[src/rtl/rr_arbiter_pkg.sv]
// ---------------------------------------------------------------------------
// rr_arbiter_pkg
// Purpose : shared definitions for the round-robin arbiter: the two-state
//           FSM encoding and the width of the grant hold counter.
// Ports   : none (package).
// ---------------------------------------------------------------------------
package rr_arbiter_pkg;

   // Arbiter FSM: IDLE waits for requests, BUSY holds a grant.
   typedef enum logic {
      ST_IDLE = 1'b0,
      ST_BUSY = 1'b1
   } arb_state_e;

   // Hold counter width; wide enough for the largest legal TIMEOUT (255).
   localparam int CNT_W = 8;

endpackage : rr_arbiter_pkg

[src/rtl/priority_encoder.sv]
// ---------------------------------------------------------------------------
// priority_encoder
// Purpose : returns the index of the highest set bit of a vector.
// Ports   :
//   i_vec   [W-1:0]  input vector
//   o_idx   [MW-1:0] index of the highest set bit (0 when none set)
//   o_valid          at least one bit of i_vec is set
// ---------------------------------------------------------------------------
module priority_encoder #(
   parameter int W  = 8,
   parameter int MW = (W > 1) ? $clog2(W) : 1
) (
   input  logic [W-1:0]  i_vec,
   output logic [MW-1:0] o_idx,
   output logic          o_valid
);

   // Ascending scan: the last set bit visited is the highest one.
   always_comb begin
      o_idx   = '0;
      o_valid = 1'b0;
      for (int i = 0; i < W; i++) begin
         if (i_vec[i]) begin
            o_idx   = MW'(i);
            o_valid = 1'b1;
         end else begin
            o_idx   = o_idx;
            o_valid = o_valid;
         end
      end
   end

endmodule : priority_encoder

[src/rtl/rr_arbiter.sv]
// ---------------------------------------------------------------------------
// rr_arbiter
// Purpose : round-robin arbiter with a bounded grant hold. The winner is the
//           highest requesting index below the previous winner, wrapping to
//           the highest requesting index overall. A grant is held until the
//           owner strobes done, drops its request, or the hold limit expires.
// Ports   :
//   clk          single clock, rising edge
//   rst          asynchronous active-high reset
//   req  [N-1:0] per-requester request levels
//   done         release strobe from the current owner (ignored in IDLE)
//   grant[N-1:0] registered one-hot grant, or all-zero
//   grant_id     binary index of the current owner
//   grant_valid  a grant is active
//   timeout      one-cycle pulse, coincident with the drop, on forced revoke
// ---------------------------------------------------------------------------
module rr_arbiter
   import rr_arbiter_pkg::*;
#(
   parameter int N       = 8,
   parameter int M       = $clog2(N),
   parameter int TIMEOUT = 16
) (
   input  logic         clk,
   input  logic         rst,
   input  logic [N-1:0] req,
   input  logic         done,
   output logic [N-1:0] grant,
   output logic [M-1:0] grant_id,
   output logic         grant_valid,
   output logic         timeout
);

   arb_state_e        r_state;
   logic [N-1:0]      r_grant;
   logic [M-1:0]      r_grant_id;
   logic              r_grant_valid;
   logic              r_timeout;
   logic [M-1:0]      r_last;
   logic [CNT_W-1:0]  r_cnt;

   arb_state_e        w_state_nxt;
   logic [N-1:0]      w_grant_nxt;
   logic [M-1:0]      w_grant_id_nxt;
   logic              w_grant_valid_nxt;
   logic              w_timeout_nxt;
   logic [M-1:0]      w_last_nxt;
   logic [CNT_W-1:0]  w_cnt_nxt;

   logic [N-1:0]      w_mask;
   logic [N-1:0]      w_masked;
   logic [M-1:0]      w_masked_idx;
   logic              w_masked_valid;
   logic [M-1:0]      w_full_idx;
   logic              w_full_valid;
   logic [M-1:0]      w_winner;
   logic              w_owner_req;
   logic              w_cnt_limit;

   // Only indices strictly below the previous winner are eligible first.
   assign w_mask   = (N'(1) << r_last) - N'(1);
   assign w_masked = req & w_mask;

   priority_encoder #(.W(N), .MW(M)) u_pe_masked (
      .i_vec   (w_masked),
      .o_idx   (w_masked_idx),
      .o_valid (w_masked_valid)
   );

   priority_encoder #(.W(N), .MW(M)) u_pe_full (
      .i_vec   (req),
      .o_idx   (w_full_idx),
      .o_valid (w_full_valid)
   );

   // Nothing eligible below last means wrap to the top of the request vector.
   assign w_winner    = w_masked_valid ? w_masked_idx : w_full_idx;
   assign w_owner_req = req[r_grant_id];
   assign w_cnt_limit = (r_cnt == CNT_W'(TIMEOUT - 1));

   // Next-state and next-output logic of the arbitration FSM.
   always_comb begin
      w_state_nxt       = r_state;
      w_grant_nxt       = r_grant;
      w_grant_id_nxt    = r_grant_id;
      w_grant_valid_nxt = r_grant_valid;
      w_timeout_nxt     = 1'b0;
      w_last_nxt        = r_last;
      w_cnt_nxt         = r_cnt;
      case (r_state)
         ST_IDLE: begin
            if (w_full_valid) begin
               w_state_nxt       = ST_BUSY;
               w_grant_nxt       = N'(1) << w_winner;
               w_grant_id_nxt    = w_winner;
               w_grant_valid_nxt = 1'b1;
               w_last_nxt        = w_winner;
               w_cnt_nxt         = '0;
            end else begin
               w_grant_nxt       = '0;
               w_grant_valid_nxt = 1'b0;
            end
         end
         ST_BUSY: begin
            // A voluntary release outranks the hold limit, so no timeout pulse.
            if (done || !w_owner_req) begin
               w_state_nxt       = ST_IDLE;
               w_grant_nxt       = '0;
               w_grant_valid_nxt = 1'b0;
               w_cnt_nxt         = '0;
            end else if (w_cnt_limit) begin
               w_state_nxt       = ST_IDLE;
               w_grant_nxt       = '0;
               w_grant_valid_nxt = 1'b0;
               w_timeout_nxt     = 1'b1;
               w_cnt_nxt         = '0;
            end else begin
               w_cnt_nxt         = r_cnt + CNT_W'(1);
            end
         end
         default: begin
            w_state_nxt       = ST_IDLE;
            w_grant_nxt       = '0;
            w_grant_valid_nxt = 1'b0;
            w_cnt_nxt         = '0;
         end
      endcase
   end

   // State and registered outputs; reset clears everything asynchronously.
   always_ff @(posedge clk or posedge rst) begin
      if (rst) begin
         r_state       <= ST_IDLE;
         r_grant       <= '0;
         r_grant_id    <= '0;
         r_grant_valid <= 1'b0;
         r_timeout     <= 1'b0;
         r_last        <= '0;
         r_cnt         <= '0;
      end else begin
         r_state       <= w_state_nxt;
         r_grant       <= w_grant_nxt;
         r_grant_id    <= w_grant_id_nxt;
         r_grant_valid <= w_grant_valid_nxt;
         r_timeout     <= w_timeout_nxt;
         r_last        <= w_last_nxt;
         r_cnt         <= w_cnt_nxt;
      end
   end

   assign grant       = r_grant;
   assign grant_id    = r_grant_id;
   assign grant_valid = r_grant_valid;
   assign timeout     = r_timeout;

endmodule : rr_arbiter

[config.mk]
export PLATFORM = sky130hd
export DESIGN_NAME = rr_arbiter
export DESIGN_NICKNAME = d
export VERILOG_FILES = /design/src/rtl/rr_arbiter_pkg.sv /design/src/rtl/priority_encoder.sv /design/src/rtl/rr_arbiter.sv
export SDC_FILE = /design/constraint.sdc
export NUM_CORES = 1
export LEC_CHECK = 0
export CAP_MARGIN = 20
export CORE_UTILIZATION = 40
export CTS_CLUSTER_SIZE = 10
export DETAILED_ROUTE_END_ITERATION = 8
export HOLD_SLACK_MARGIN = 0.02
export PLACE_DENSITY_LB_ADDON = 0.2
export SLEW_MARGIN = 20
export SYNTH_ARGS = -nofsm -noshare
export SYNTH_HDL_FRONTEND = slang
export SYNTH_SLANG_ARGS = --single-unit
[constraint.sdc]
create_clock -name clk -period 4.7 [get_ports clk]
set_input_delay 1.41 -clock clk [delete_from_list [all_inputs] [get_ports clk]]
set_output_delay 1.41 -clock clk [all_outputs]
set_load 0.05 [all_outputs]
# --- After elaboration in Yosys (flattened, before gate mapping) ---
# Index checks and enable logic that the tools add are counted.
totals:
  output_inout_bits: 13
  in_bits: 11
  elab_cells: 70
  register_bits: 22
op_classes:
  n_reduce_logical: 3
  n_lt_le_gt_ge: 1
  add_sub_neg: 2
  eq_ne: 3
  muxes: 51
  bitwise_logic: 2
  shift: 2
op_table:
  columns: ["cell", "n"]
  rows:
  - ["2-to-1 mux 8 bit", 6]
  - ["one-hot mux 8 bit (2 select lines)", 2]
  - ["2-to-1 mux 1 bit", 27]
  - ["2-to-1 mux 3 bit", 9]
  - ["<< shifter 1 x 3 -> 8 bit (first input constant)", 2]
  - ["adder 8 x 1 -> 8 bit (second input constant)", 1]
  - ["AND 8 bit", 1]
  - ["equality test 8 x 4 -> 1 bit (second input constant)", 1]
  - ["2-to-1 mux 2 bit", 4]
  - ["subtractor 8 x 2 -> 8 bit (second input constant)", 1]
  - ["< comparator 3 x 4 -> 1 bit (second input constant)", 1]
  - ["one-hot mux 1 bit (2 select lines)", 2]
  - ["binary-select mux 1 bit (select 3 bit)", 1]
  - ["inequality test 3 x 1 -> 1 bit (second input constant)", 1]
  - ["inequality test 2 x 1 -> 1 bit (second input constant)", 1]
  - ["AND reduction 2 bit", 1]
  - ["zero test 1 bit", 1]
  - ["logical OR 1 bit", 1]
  - ["inverter 1 bit", 1]

# --- Logic depth before layout (Yosys ltp) ---
# Gate-level depths: netlist of the first run.
depth:
  ltp_word: 15
  mapped_depth: 11
  ltp_nobuf: 9

# --- Modules after synthesis ---
# Synthesis of the first run repeated with hierarchy kept, for this count alone.
hier_totals:
  hier_cells: 152
  area_unflattened_um2: 1350.0
by_module_without_submodules:
  columns: ["module", "cells_per_inst", "seq_area_each_um2", "instances", "area_per_inst_um2"]
  rows:
  - ["rr_arbiter", 128, 550.5, 1, 1234.9]
  - ["priority_encoder", 12, 0.0, 2, 57.6]

# --- Worst setup path before layout of the first run ---
# Ideal clock, no wire load.
synth_timing:
  path_type: "register to register"
  from: "reg r_last[0]"
  to: "reg r_grant[7] (netlist: grant[7])"
  period_less_slack_ns: 2.921
  t_arrival_ns: 2.800
  n_path_buf: 1
  path_stages_with_launch: 10
  path_slack_ns: 1.779
  setup_ns: 0.122
  cell_sequence: "dfrtp_1 > buf_6 > or3_4 > ha_1 > or3_2 > a21boi_0 > a211o_2 > o21ai_1 > and2_1 > a32o_1"
synth_via:
  elab_chain_len: 15
  elab_cells_between_ends: 28
  classes_between: "add/sub (1); eq/ne (1); shift (2); mux (21); bitwise (1); reduce/logical (2)"
synth_rtl:
  columns: ["item", "line_no", "rtl"]
  rows:
  - ["start, declared", "rr_arbiter.sv:39", "logic [M-1:0] r_last;"]
  - ["start signal, assigned", "rr_arbiter.sv:146", "r_last <= w_last_nxt;"]
  - ["<< shifter 1 x 3 -> 8 bit", "rr_arbiter.sv:61", "assign w_mask = (N'(1) << r_last) - N'(1);"]
  - ["subtractor 8 x 2 -> 8 bit", "rr_arbiter.sv:61", null]
  - ["AND 8 bit", "rr_arbiter.sv:62", "assign w_masked = req & w_mask;"]
  - ["2-to-1 mux 1 bit (8 in a row)", "priority_encoder.sv:23", "if (i_vec[i]) begin"]
  - ["2-to-1 mux 3 bit", "rr_arbiter.sv:77", "assign w_winner = w_masked_valid ? w_masked_idx : w_full_idx;"]
  - ["<< shifter 1 x 3 -> 8 bit", "rr_arbiter.sv:94", "w_grant_nxt = N'(1) << w_winner;"]
  - ["2-to-1 mux 8 bit", "rr_arbiter.sv:92", "if (w_full_valid) begin"]
  - ["one-hot mux 8 bit (2 select lines)", "rr_arbiter.sv:90", "case (r_state)"]
  - ["end signal, assigned", "rr_arbiter.sv:142", "r_grant <= w_grant_nxt;"]
  - ["end, declared", "rr_arbiter.sv:35", "logic [N-1:0] r_grant;"]
# Parallel ways exist; a longest one is shown, timed or not. The select of a mux whose other input is x is not followed.
# A chain may end at the register's enable or synchronous reset.

# --- Final worst setup path of the first run ---
layout_timing:
  from: "in req[2]"
  to: "reg r_cnt[6]"
layout_via:
  elab_chain_len: 7
  elab_cells_between_ends: 13
  classes_between: "eq/ne (1); mux (10); reduce/logical (2)"
layout_rtl:
  columns: ["item", "line_no", "rtl"]
  rows:
  - ["start, declared", "rr_arbiter.sv:26", "input logic [N-1:0] req,"]
  - ["2-to-1 mux 1 bit (6 in a row)", "priority_encoder.sv:23", null]
  - ["inequality test 2 x 1 -> 1 bit (no line)", null, null]
  - ["end signal, assigned", "rr_arbiter.sv:147", "r_cnt <= w_cnt_nxt;"]
  - ["end, declared", "rr_arbiter.sv:40", "logic [CNT_W-1:0] r_cnt;"]
# Parallel ways exist; a longest one is shown, timed or not. The select of a mux whose other input is x is not followed.

==> flow_metrics.env, run 1 <==
export IMPL_die_h_um=62.2
export IMPL_stdcell_area_mm2=0.00173
export IMPL_path_clk_slew_ns=0.13
export IMPL_crit_chain="clkdlybuf4s50_1 -> mux4_1 -> mux2_2 -> nand3b_1 -> nor2b_1 -> a21o_1 -> a21o_1"
export IMPL_clkSinkCount=22
export IMPL_nets=185
export IMPL_register_area_um2=551
export IMPL_cts_root_buf="clkbuf_4"
export IMPL_rr_worst_depth=8
export IMPL_fillers=343
export IMPL_yosys_cell_types_count=49
export IMPL_hpwlAfterDp_um=2300
export IMPL_start_util=0.425
export IMPL_area_delta_synth_final_pct=19.4
export IMPL_worstMarginPinSlew_ns=0.877
export IMPL_yosys_most_used_dff="dfrtp_1"
export IMPL_async_reset_ff_frac=1.00
export IMPL_route_detailed_drc=0
export IMPL_diodes=0
export IMPL_cts_tree="built"
export IMPL_grt_usage=0.178
export IMPL_firstDrtPassIters=4
export IMPL_die_w_um=62.2
export IMPL_io_buffers=23
export IMPL_end_kind="register"
export IMPL_cp_max_fo=13
export IMPL_synthesis_instances=149
export IMPL_period_needed_ns=3.42
export IMPL_antenna_found_initial=0
export IMPL_gr_total_overflow=0
export IMPL_max_cap_violations=0
export IMPL_cts_setup_buffers=0
export IMPL_clk_path_buf_depth=2
export IMPL_yosys_warnings=0
export IMPL_max_clock_freq_mhz=293
export IMPL_routed_wl_um=3110
export IMPL_netlist_area_leader_share=0.379
export IMPL_cts_max_level=1
export IMPL_gp_congestion=0.811
export IMPL_ys_seq_area_frac=0.379
export IMPL_fin_worst_skew_ns=0.00356
export IMPL_final_antenna_net_count=0
export IMPL_yosysTopAreaCell="dfrtp_1"
export IMPL_critPathArrivalTime_ns=3.68
export IMPL_multiInputGateArea_um2=827
export IMPL_synthTopCellsByArea="dfrtp_1, o21ai_0, nor2_1"
export IMPL_critical_path_max_stage_delay_ns=0.74
export IMPL_die_area_mm2=0.00387
export IMPL_rows=21
export IMPL_start_kind="input pin"
export IMPL_p_per_area_mw_per_mm2=681
export IMPL_avgViaCountPerCell=5.65
export IMPL_cts_made_buffers=3
export IMPL_drt_wirelength_per_cell_um=14.3
export IMPL_setup_viol=0
export IMPL_fin_setup_tns_ns=0
export IMPL_clkLatencyLatePin_ns=0.31
export IMPL_synth_edff_count=0
export IMPL_grt_pass1_vias=1237
export IMPL_drt_initial_drc_count=66
export IMPL_crit_required_ns=4.96
export IMPL_drive_gt1_frac=0.129
export IMPL_finalHoldViolations=0
export IMPL_critPathKind="input pin to register"
export IMPL_core_area_mm2=0.00342
export IMPL_min_path_type="register to register"
export IMPL_rsz0062_at_grt="no"
export IMPL_pin_count=24
export IMPL_ys_ff_latch=22
export IMPL_status="complete, no violations"
export IMPL_syn_avg_cell_area_um2=9.74
export IMPL_p_leak_nw=0.756
export IMPL_peakVddDrop_v=0.000239
export IMPL_grt_max_degree=23
export IMPL_critPathSlowestCell="nor2b_1"
export IMPL_whs_path_depth=2
export IMPL_grt_pass1_wl_um=5640
export IMPL_worst_hold_slack_ns=0.497
export IMPL_maxSlewHeadroom=0.414
export IMPL_syn_num_nets=162
export IMPL_vias=1227
export IMPL_min_period_over_period=0.727
export IMPL_slew_violations=0
export IMPL_cts_resized=0
export IMPL_syn_area_mm2=0.00145
export IMPL_cpMostUsedCell="a21o_1"
export IMPL_ctsHoldBuffers=0
export IMPL_postPlaceCellArea_mm2=0.00168
## stage by stage
step,cells,worst slack (ns),power [mW],utilization
floorplan,149,1.78,0.879,-
global placement,213,1.03,1.02,0.492
detailed placement,213,0.943,1.04,0.492
CTS,217,1.27,1.18,0.507
global route,217,1.08,1.26,0.507
finish,217,1.28,1.18,0.507
## sequential cells by signal (all words and copies together), names as in the netlist
register	cells
timeout	1
r_last	3
r_cnt	8
grant	8
grant_valid	1
r_state	1
## layout by cell type (no fill, tap or decap), types with 2 or more instances in the layout
cell type and count:
clkdlybuf4s50_1 23, dfrtp_1 22, nor2_1 16, nand2_1 15, o21ai_0 13, nand3_1 5, nor2b_1 4, inv_1 4
nor3_1 4, a21oi_1 4, nand2b_1 4, a21o_1 4, mux2_2 3, and3_1 3, a32o_1 3, clkbuf_4 3
and2b_2 2, a22o_2 2, nor4_1 2, o31ai_1 2, mux4_1 2, nand3b_1 2, ha_1 2
## report_power, final
group	switching, mW	internal [mW]	total [mW]	leakage (nW)
Clock	0.0604	0.0862	0.147	0.0279
Sequential	0.0814	0.245	0.326	0.292
Combinational	0.435	0.272	0.707	0.437
## kinds of logic (layout without fill, tap and decap cells)
kind of cell | after synthesis | count (layout) | share of synthesized area
xor+xnor | 1 | 1 | 0.00604
mux | 6 | 6 | 0.0664
fa+ha+maj | 2 | 2 | 0.0172
compound gates | 47 | 47 | 0.262
simple gates | 62 | 62 | 0.218
flops | 22 | 22 | 0.379
buf+inv | 9 | 31 | 0.0509
## critical path, delay by kind of cell
family | cells | cell delay, ns
compound gates | 2 | 0.31
buf+inv | 1 | 0.63
simple gates | 2 | 0.92
mux | 2 | 0.42
## metal layers
metal | global-route usage | wire, µm | vias to the layer above
li1 | - | - | 606
met2 | 0.279 | 1440 | 28
met5 | 0 | 0 | -
met1 | 0.253 | 1520 | 591
met3 | 0.0441 | 141 | 2
met4 | 0.0262 | 9 | 0
## synthesized netlist by cell type (2+ instances only)
master	number
nand3_1	5
a32o_1	3
dfrtp_1	22
mux2_2	3
nand2_1	15
buf_6	4
o31ai_1	2
nor2b_1	4
nand3b_1	2
and2b_2	2
a21oi_1	4
a22o_2	2
nor2_1	16
o21ai_0	13
nor4_1	2
inv_1	4
nand2b_1	4
mux4_1	2
and3_1	3
a21o_1	4
ha_1	2
nor3_1	4
## path summary, 6_finish.rpt
kind | startpoint | endpoint | slack (ns)
setup reg to reg | r_last[2]$_DFFE_PP0P_ | grant[7]$_DFFE_PP0P_ | 1.49
hold reg to reg | grant_valid$_DFFE_PP0P_ | grant_valid$_DFFE_PP0P_ | 0.50
hold / removal | grant_valid$_DFFE_PP0P_ | grant_valid$_DFFE_PP0P_ | 0.50
setup / recovery | req[2] | r_cnt[6]$_DFFE_PP0P_ | 1.28
min in group asynchronous | rst | r_cnt[6]$_DFFE_PP0P_ | 1.53
max in group asynchronous | rst | r_cnt[5]$_DFFE_PP0P_ | 2.67
## area by class of cell
class / count / share of cell area
clock inverter: 1 / 0.0173
sequential: 22 / 0.318
clock buffer: 3 / 0.0130
inverter: 4 / 0.00866
multi-input combinational: 118 / 0.477
tap: 46 / 0.0332
timing repair buffer: 23 / 0.133
Note: power is estimated with default switching activity, not from simulation.
==> inputs of run 2 (changes only) <==
Clock period 4.7 ns to 3.1 ns, I/O delays scaled along.
==> run 2 against run 1 <==
  * Global-route usage decreased by 0.39 points
  * Clock power increased by 49%
  * Design area increased by 6.5%
  * Sequential power increased by 33%
  * Worst hold slack got worse by 0.0078 ns
  * Final cell count increased by 6.9%
  * Critical path type is now register to register
==> flow_metrics.env, run 2 (synthesized netlist as in run 1, its figures left out) <==
export IMPL_grt_pass1_vias=1209
export IMPL_p_leak_nw=0.828
export IMPL_drt_wirelength_per_cell_um=13.8
export IMPL_avgViaCountPerCell=5.51
export IMPL_fin_setup_tns_ns=0
export IMPL_io_buffers=23
export IMPL_clkLatencyLatePin_ns=0.31
export IMPL_die_w_um=62.2
export IMPL_critPathSlowestCell="dfrtp_1"
export IMPL_fin_worst_skew_ns=0.0134
export IMPL_die_h_um=62.2
export IMPL_critical_path_max_stage_delay_ns=0.46
export IMPL_cts_setup_buffers=0
export IMPL_clk_path_buf_depth=2
export IMPL_gp_congestion=0.865
export IMPL_slew_violations=0
export IMPL_cts_made_buffers=3
export IMPL_status="complete, no violations"
export IMPL_period_needed_ns=2.82
export IMPL_critPathArrivalTime_ns=3.04
export IMPL_stdcell_area_mm2=0.00185
export IMPL_vias=1279
export IMPL_max_cap_violations=0
export IMPL_cts_resized=0
export IMPL_peakVddDrop_v=0.000398
export IMPL_cts_max_level=1
export IMPL_timing_critical_path_from="r_last[1]$_DFFE_PP0P_"
export IMPL_clkSinkCount=22
export IMPL_path_clk_slew_ns=0.13
export IMPL_drive_gt1_frac=0.199
export IMPL_firstDrtPassIters=5
export IMPL_crit_chain="buf_4 -> nor2_1 -> nand2_1 -> ha_1 -> or3_2 -> a21boi_0 -> a211o_2 -> o21ai_1 -> and2_1 -> a32o_1"
export IMPL_path_buf_inv=1
export IMPL_cp_max_fo=10
export IMPL_worstMarginPinSlew_ns=0.806
export IMPL_end_kind="register"
export IMPL_ctsHoldBuffers=0
export IMPL_maxSlewHeadroom=0.462
export IMPL_min_path_type="register to register"
export IMPL_nets=200
export IMPL_route_detailed_drc=0
export IMPL_r2r_start="r_last[1]$_DFFE_PP0P_"
export IMPL_crit_required_ns=3.32
export IMPL_final_cell_mix="clkdlybuf4s50_1, dfrtp_1, nor2_1"
export IMPL_max_clock_freq_mhz=355
export IMPL_p_per_area_mw_per_mm2=1010
export IMPL_final_common_cell="clkdlybuf4s50_1"
export IMPL_diodes=0
export IMPL_min_from="grant_valid$_DFFE_PP0P_"
export IMPL_gr_total_overflow=0
export IMPL_start_util=0.425
export IMPL_setup_viol=0
export IMPL_grt_pass1_wl_um=5500
export IMPL_min_period_over_period=0.909
export IMPL_critPathKind="register to register"
export IMPL_routed_wl_um=3190
export IMPL_cp_top_family="compound AO/OA/AOI/OAI gates"
export IMPL_die_area_mm2=0.00387
export IMPL_antenna_found_initial=0
export IMPL_core_area_mm2=0.00342
export IMPL_pin_count=24
export IMPL_grt_max_degree=23
export IMPL_start_kind="register"
export IMPL_final_antenna_net_count=0
export IMPL_grt_usage=0.174
export IMPL_rsz0062_at_grt="no"
export IMPL_area_delta_synth_final_pct=27.2
export IMPL_drt_initial_drc_count=61
export IMPL_rows=21
export IMPL_hpwlAfterDp_um=2490
export IMPL_cts_tree="built"
export IMPL_finalHoldViolations=0
export IMPL_postPlaceCellArea_mm2=0.00179
export IMPL_cts_root_buf="clkbuf_4"
[run 2: cell count changes in the layout (fill, tap and decap cells not counted), sizes merged]
cell and change:
buf +15
[run 2: final timing paths]
check                                          endpoint  slack (ns)  depth (start not counted)
worst min register to register  grant_valid$_DFFE_PP0P_        0.49                          2
max in group asynchronous          r_cnt[2]$_DFFE_PP0P_        1.54                          2
min in group asynchronous          grant[7]$_DFFE_PP0P_        1.05                          2
worst min-delay path            grant_valid$_DFFE_PP0P_        0.49                          2
worst max-delay path               grant[7]$_DFFE_PP0P_        0.28                         10
worst max register to register     grant[7]$_DFFE_PP0P_        0.28                         10
[run 2: power breakdown]
part	leakage [nW]	internal [mW]	switching, mW
registers	0.292	0.372	0.0617
clock network	0.0279	0.131	0.0884
logic	0.508	0.488	0.726
total	0.828	0.991	0.876
[run 2: per-stage QoR]
stage	instances	util	hold WS, ns	power (mW)	setup WS (ns)
final	232	0.540	0.490	1.87	0.281
after global routing	232	0.540	0.526	2.00	0.0658
after CTS	232	0.540	0.501	1.88	0.275
after detailed placement	228	0.525	0.471	1.66	0.0623
after global placement	228	0.525	0.462	1.64	0.0875
after floorplan	149	-	0.466	1.33	0.179
[run 2: worst register-to-register path, delay by kind of cell (launching register included)]
| kind | cells | cell delay, ns |
|---|---|---|
| AOI/OAI and AO/OA | 4 | 0.92 |
| adders and majority gates | 1 | 0.30 |
| buffers and inverters | 1 | 0.20 |
| DFF | 1 | 0.46 |
| and+or+nand+nor | 4 | 0.83 |
[run 2: area by class of cell]
type	count	area, µm²
Fill cell	313	1570
Multi-Input combinational cell	118	827
Sequential cell	22	551
Timing Repair Buffer	38	343
Tap cell	46	57.6
Clock inverter	1	30.0
Clock buffer	3	22.5
Inverter	4	15.0
[run 2: layer usage]
| layer | global-route usage | up-vias | part of all wire |
|---|---|---|---|
| met3 | 0.0386 | 4 | 0.028 |
| met2 | 0.286 | 21 | 0.49 |
| met1 | 0.239 | 620 | 0.47 |
| met4 | 0.0262 | 0 | 0.0097 |
| li1 | - | 634 | - |
| met5 | 0 | - | 0 |
==> inputs of run 3 (changes only) <==
Settings changed: CORE_UTILIZATION 40 to 45, SKIP_LAST_GASP set to 1.
==> run 3 against run 2 <==
  * Die area down 11%
  * Flip-flop and latch count is the same
  * Design area is 0.20% lower
  * Final cell count is the same
  * Register-to-register slack got worse by 0.11 ns
  * Worst setup slack lost 0.11 ns
  * Clock-buffer cell count increased by 1
  * Utilization grew 6.3 points
  * Global-route usage rose by 3.5 points
==> flow_metrics.env, run 3 (synthesized netlist as in run 1, its figures left out) <==
export IMPL_status="complete, no violations"
export IMPL_min_to="grant[2]$_DFFE_PP0P_"
export IMPL_path_clk_slew_ns=0.11
export IMPL_max_clock_freq_mhz=342
export IMPL_worstMarginPinSlew_ns=0.812
export IMPL_grt_usage=0.209
export IMPL_grt_pass1_vias=1297
export IMPL_reg2reg_setup_slack_ns=0.18
export IMPL_route_detailed_drc=0
export IMPL_power_mw=1.83
export IMPL_drive_gt1_frac=0.207
export IMPL_clkLatencyLatePin_ns=0.32
export IMPL_rows=20
export IMPL_critPathKind="register to register"
export IMPL_p_leak_nw=0.831
export IMPL_die_h_um=58.8
export IMPL_nets=202
export IMPL_io_buffers=23
export IMPL_start_kind="register"
export IMPL_area_delta_synth_final_pct=26.9
export IMPL_crit_required_ns=3.32
export IMPL_firstDrtPassIters=4
export IMPL_period_needed_ns=2.92
export IMPL_pin_count=24
export IMPL_avgViaCountPerCell=5.59
export IMPL_finalHoldViolations=0
export IMPL_ctsHoldBuffers=0
export IMPL_slew_violations=0
export IMPL_finalNonFillerCells=232
export IMPL_peakVddDrop_v=0.000599
export IMPL_grt_pass1_wl_um=5490
export IMPL_clkSinkCount=22
export IMPL_gp_congestion=0.842
export IMPL_hpwlAfterDp_um=2440
export IMPL_drt_initial_drc_count=64
export IMPL_cts_root_buf="clkbuf_4"
export IMPL_r2r_start="r_last[2]$_DFFE_PP0P_"
export IMPL_p_per_area_mw_per_mm2=994
export IMPL_cts_setup_buffers=0
export IMPL_rr_worst_depth=9
export IMPL_antenna_found_initial=0
export IMPL_cts_tree="built"
export IMPL_vias=1297
export IMPL_finalCoreUtilization=0.603
export IMPL_die_area_mm2=0.00346
export IMPL_gr_total_overflow=0
export IMPL_final_antenna_net_count=0
export IMPL_maxSlewHeadroom=0.458
export IMPL_core_area_mm2=0.00305
export IMPL_max_cap_violations=0
export IMPL_rsz0062_at_grt="no"
export IMPL_min_period_over_period=0.943
export IMPL_min_path_type="register to register"
export IMPL_setup_viol=0
export IMPL_start_util=0.475
export IMPL_grt_max_degree=23
export IMPL_fin_worst_skew_ns=0.00742
export IMPL_end_kind="register"
export IMPL_cts_max_level=1
export IMPL_final_common_cell="clkdlybuf4s50_1"
export IMPL_final_cell_mix="clkdlybuf4s50_1, dfrtp_1, buf_4"
export IMPL_critPathArrivalTime_ns=3.14
export IMPL_fillers=267
export IMPL_min_from="grant[2]$_DFFE_PP0P_"
export IMPL_drt_wirelength_per_cell_um=14.2
export IMPL_cts_resized=0
export IMPL_cp_max_fo=10
export IMPL_fin_setup_tns_ns=0
export IMPL_r2r_end="grant[5]$_DFFE_PP0P_"
export IMPL_die_w_um=58.8
export IMPL_diodes=0
export IMPL_dp_cells=228
export IMPL_clk_path_buf_depth=2
export IMPL_routed_wl_um=3280
export IMPL_cts_made_buffers=3
export IMPL_whs_path_depth=2
run 3: through the flow:
step / cell area, µm² / hold slack, ns / worst slack (ns)
final: 1840 / 0.502 / 0.175
after global routing: 1840 / 0.532 / 0.0408
after CTS: 1840 / 0.502 / 0.198
after detailed placement: 1810 / 0.474 / 0.0226
after global placement: 1810 / 0.469 / 0.0347
after floorplan: 1450 / 0.466 / 0.179
run 3: report_power, final:
part           internal [mW]  total, mW  switching [mW]
Clock                 0.0720      0.161          0.0892
Sequential             0.373      0.428          0.0558
Combinational          0.491       1.24           0.751
run 3: worst max-delay path, stage by stage (launching register included):
cell and delay, ns:
dfrtp_1 0.42, or3_4 0.42, ha_1 0.31, buf_4 0.20
nand2_1 0.06, a21boi_0 0.10, a211o_2 0.39, o21ai_1 0.47
nor2_1 0.16, a32o_1 0.29
run 3: area by class of cell:
cell class	instances	area, µm²	area share
repair buffers	40	358	0.194
inverters	4	15.0	0.00815
flip-flops and latches	22	551	0.299
clock buffers	4	36.3	0.0197
well taps	44	55.1	0.0299
multi-input cells	118	827	0.449
run 3: how the worst max path moves through the flow:
stage | start | slack, ns | endpoint | depth (start not counted)
final | r_last[2]$_DFFE_PP0P_ | 0.18 | grant[5]$_DFFE_PP0P_ | 9
after detailed placement | req[4] | 0.02 | grant[5]$_DFFE_PP0P_ | 7
after global placement | req[4] | 0.03 | grant[5]$_DFFE_PP0P_ | 7
after CTS | r_last[2]$_DFFE_PP0P_ | 0.20 | grant[5]$_DFFE_PP0P_ | 9
after global routing | r_last[2]$_DFFE_PP0P_ | 0.04 | grant[5]$_DFFE_PP0P_ | 9
after floorplan | r_last[0]$_DFFE_PP0P_ | 0.18 | grant[7]$_DFFE_PP0P_ | 9
run 3: routing by layer:
metal	GRT usage	up-vias	part of all wire
met5	0	-	0
met3	0.0176	7	0.038
li1	-	635	-
met1	0.252	620	0.44
met4	0.109	0	0.024
met2	0.369	35	0.50
